## src/rtl/contador_modulo_hold.sv

```systemverilog
// contador_modulo_hold: falling-edge modulo-N up/down counter with hold, parallel load and wrap pulse.
module contador_modulo_hold #(
  parameter int WIDTH  = 4,
  parameter int MODULO = 10
) (
  input  logic             CLK,
  input  logic             nCLEAR,
  input  logic             nHOLD,
  input  logic             UP,
  input  logic             LOAD,
  input  logic [WIDTH-1:0] D,
  output logic [WIDTH-1:0] Q,
  output logic             TC,
  output logic             WRAP
);
  localparam logic [WIDTH-1:0] LAST = WIDTH'(MODULO - 1);
  logic             at_end;
  logic             in_range;
  logic [WIDTH-1:0] count_val;
  assign at_end    = UP ? (Q == LAST) : (Q == '0);
  assign TC        = nHOLD & ~LOAD & at_end;
  // widened compare so MODULO == 2**WIDTH accepts every D
  assign in_range  = {1'b0, D} < (WIDTH + 1)'(MODULO);
  assign count_val = at_end ? (UP ? '0 : LAST) : (UP ? Q + 1'b1 : Q - 1'b1);
  always_ff @(negedge CLK or negedge nCLEAR) begin
    if (!nCLEAR) begin
      Q    <= '0;
      WRAP <= 1'b0;
    end else if (LOAD) begin
      Q    <= in_range ? D : '0;
      WRAP <= 1'b0;
    end else if (nHOLD) begin
      Q    <= count_val;
      WRAP <= at_end;
    end else begin
      WRAP <= 1'b0;
    end
  end
endmodule

```

## config.mk

```make
export PLATFORM = sky130hd
export DESIGN_NAME = contador_modulo_hold
export DESIGN_NICKNAME = d
export VERILOG_FILES = /design/src/rtl/contador_modulo_hold.sv
export SDC_FILE = /design/constraint.sdc
export NUM_CORES = 1
export LEC_CHECK = 0
export CAP_MARGIN = 20
export CELL_PAD_IN_SITES_DETAIL_PLACEMENT = 1
export CELL_PAD_IN_SITES_GLOBAL_PLACEMENT = 2
export CORE_MARGIN = 2
export CORE_UTILIZATION = 21
export DETAILED_ROUTE_END_ITERATION = 10
export PLACE_DENSITY_LB_ADDON = 0.08
export SLEW_MARGIN = 20
export SYNTH_ARGS = -nofsm -noshare
export SYNTH_HDL_FRONTEND = slang
export SYNTH_SLANG_ARGS = --single-unit
```

## constraint.sdc

```tcl
create_clock -name CLK -period 1.7 [get_ports CLK]
set_clock_uncertainty 0.05 [all_clocks]
set_input_delay 0.17 -clock CLK [delete_from_list [all_inputs] [get_ports CLK]]
set_output_delay 0.17 -clock CLK [all_outputs]
set_load 0.02 [all_outputs]
```

* Word-level counts from Yosys, hierarchy flattened
Cells that the tools add are included.
** Cells by class
- Add/subtract/negate cells :: 2
- Magnitude comparators :: 1
- Equality and inequality tests :: 1
- Multiplexer cells :: 9
- Bitwise logic cells :: 3
- Reductions and logical operators :: 2
** Operator list (count)
- 4-bit 2-to-1 mux :: 6
- 4-bit by 1-bit adder with 4-bit output (second input constant) :: 1
- 4-bit == test (second input constant) :: 1
- 4-bit zero test :: 1
- 4-bit less-than comparator (second input constant) :: 1
- 4-bit by 1-bit subtractor with 4-bit output (second input constant) :: 1
- 1-bit 2-to-1 mux :: 3
- 1-bit bitwise AND :: 2
- 2-bit nonzero test :: 1
- 1-bit inverter :: 1
** Storage, ports and cells
- Register bits :: 5
- Bits of input ports :: 9
- Output and inout port bits :: 6
- Logic and storage cells :: 20

* Depth between registers and ports, before layout
- Word-level depth :: 5
- Gate-level depth with buffers :: 6
- Mapped depth without buffers :: 6

==> run_results.csv <==
group,metric,value,unit
status,status,"complete, but fails checks",
status,violations,"negative setup slack",
layout,drive_gt1_frac,0.513,
worst_setup_path,crit_slowest_cell,"dfrtn_1",
clocking,cts_max_path_buffers,2,
sta,relSlewSlack,0.812,
global_routing,grt_pass1_wl,1.95,mm
worst_setup_path,crit_arrival,2.05,ns
worst_setup_path,worstSetupEndpointType,"output port",
floorplanning,coreArea,1690,µm²
floorplanning,initial_utilization,0.217,
yosys,synth_area,367,µm²
floorplanning,io_pins,15,
placement,dpl-instance-area,648,µm²
worst_setup_path,r2r-start,"Q[1]",
floorplanning,die_y,45.8,µm
route,wl,1.28,mm
worst_setup_path,crit_fanout,4,
yosys,ys_types,23,
job,maxCapViolations,0,
yosys,ys_seq_area_frac,0.341,
route,drt_iter0_markers,1,
sta,tightest_slew,0.282,ns
layout,fillers,191,
min_path,hold_class,"reg -> reg",
min_path,hp-start,"Q[3]",
yosys,yosys_warnings,0,
worst_setup_path,worst_r2r_endpoint,"Q[3]",
worst_setup_path,r2r_setup_slack,0,ns
power,vdd_ir_drop_max,291,µV
worst_setup_path,critical-path-top-delay-family,"flip-flops",
power,power_leakage,0.000335,µW
worst_setup_path,critPathMaxStageDelay,0.46,ns
clocking,clock_sinks,5,
worst_setup_path,path_buf_inv,1,
min_path,worstHoldEndpoint,"Q[3]",
global_routing,grt_pass1_vias,465,
clocking,clk_pin_slew,0.04,ns
route,routedWlPerCell,13.7,µm
placement,portBuffers,14,
clocking,clk_latency,0.26,ns
layout,nets,89,
sta,hold_viol,0,
global_routing,track_usage,0.136,
route,via_count,435,
sta,drv_slew,0,
clocking,cts_tree,"built",
global_routing,grt_max_degree,10,
worst_setup_path,path_class,"reg -> out",
worst_setup_path,cp.required,1.48,ns
global_routing,antenna_found_initial,0,
placement,dp_hpwl,1.03,mm
layout,final_cell_mix,"14 x buf_4, 8 x buf_6, 5 x dfrtn_1, 5 x dlygate4sd2_1, 4 x nor2_1",
clocking,clock-root-buffer,"clkbuf_4",
layout,diodes,0,
clocking,numCtsBuffers,3,
sta,whs,0.619,ns
layout,final_common_cell,"buf_4",
sta,setup_viol,10,
worst_setup_path,r2r_cells,8,
worst_setup_path,startpoint_type,"flop",
yosys,ys_seq_elements,5,
layout,design_area,771,µm²
yosys,synth_nets,55,
worst_setup_path,crit_chain,"and3_4 > o21ai_2 > nor2_4 > buf_6",
floorplanning,die-area,2100,µm²
yosys,synthCells,43,
power,p_per_area,975,nW/µm²
floorplanning,die_w,45.8,µm
sta,layout_setup_ws,-0.574,ns
sta,grt_setup_unrepaired,"yes",
floorplanning,core.rowCount,15,
route,via_per_inst,4.68,
route,antenna_left,0,
layout,area_growth,110,%
route,first_pass_iters,2,
route,drc,0,
global_routing,grt_overflow,0,
clocking,ctsHoldBuffers,0,
yosys,syn_avg_cell_area,8.53,µm²
clocking,h-tree-depth,1,
placement,place.gp.congestion,0.734,
min_path,min_path_cells,3,
## stage by stage
stage	setup TNS, ns	total power, µW	util	worst slack, ns	std cells
finish	-2.52	751	0.456	-0.574	93
global route	-3.00	805	0.456	-0.630	93
CTS	-2.50	728	0.441	-0.591	91
detailed placement	-7.16	499	0.384	-0.986	85
global placement	-6.96	485	0.384	-0.957	85
floorplan	-1.06	327	-	-0.437	43
## flip-flops by register name (all words and copies together), names as in the netlist
signal,count
WRAP,1
Q,4
## synthesized netlist by cell type
master    n  share of area
o21ai_1   1          0.014
and3_1    1          0.017
a21o_1    1          0.020
nand2_1   2          0.020
o211ai_1  1          0.020
xnor2_1   2          0.048
o21ai_2   1          0.024
a31oi_1   3          0.051
fa_1      1          0.055
nor2_1    6          0.061
ha_1      2          0.068
nor3b_1   1          0.020
inv_1     2          0.020
a32oi_1   1          0.024
nand2b_1  1          0.017
nand3_1   2          0.027
clkbuf_1  1          0.010
xor2_1    1          0.024
o21ai_0   1          0.014
dfrtn_1   5           0.34
nor3_1    3          0.041
a21oi_1   3          0.041
nand3b_1  1          0.020
## how the worst max path moves through the flow
stage / depth (start not counted) / endpoint / slack, ns / startpoint
floorplan: 3 / TC / -0.44 / Q[0]
global placement: 7 / Q[3] / -0.96 / UP
detailed placement: 7 / Q[3] / -0.99 / UP
CTS: 4 / TC / -0.59 / Q[3]
global route: 4 / TC / -0.63 / Q[0]
finish: 4 / TC / -0.57 / Q[3]
## repair_timing
action                                  in CTS  in global routing
buffers inserted                             3                  3
endpoints found under the setup margin      11                 10
resized for setup                           59                  3
pin swaps                                   10                  5
hold endpoints to repair                     0                  0
## logic make-up (layout without fill, tap and decap cells)
kind of cell,after synthesis,count (layout),synth area share
flops,5,5,0.341
buf+inv,3,36,0.0307
simple gates,17,17,0.225
xor+xnor,3,3,0.0717
fa+ha+maj,3,3,0.123
compound gates,12,12,0.208
## power breakdown
part           total (µW)  switching [µW]  leakage [µW]  internal, µW
logic                 443             192      0.000257           251
clock network         148            58.9     0.0000150          89.4
registers             160            18.1     0.0000632           142
## worst register-to-register path, delay by kind of cell, from the launching register on
family / cells / cell delay, ns
adder cells (fa/ha/maj): 1 / 0.27
AO/OA/AOI/OAI: 3 / 0.42
flip-flops: 1 / 0.36
buffers and inverters: 3 / 0.39
AND/OR/NAND/NOR: 1 / 0.06
## metal layers
layer	track usage	up-vias	routed length [µm]
met4	0.0857	0	9
met1	0.150	202	527
met3	0.0238	2	35
met5	0	-	0
met2	0.237	9	703
li1	-	222	-
## cell type report
| class | instances | area [µm²] | share of cell area |
|---|---|---|---|
| inverter | 2 | 15.0 | 0.0195 |
| clock buffer | 4 | 26.3 | 0.0341 |
| sequential | 5 | 125 | 0.162 |
| tap | 17 | 21.3 | 0.0276 |
| timing repair buffer | 30 | 274 | 0.356 |
| multi-input combinational | 35 | 309 | 0.401 |
Power figures use the tool's default switching activity.
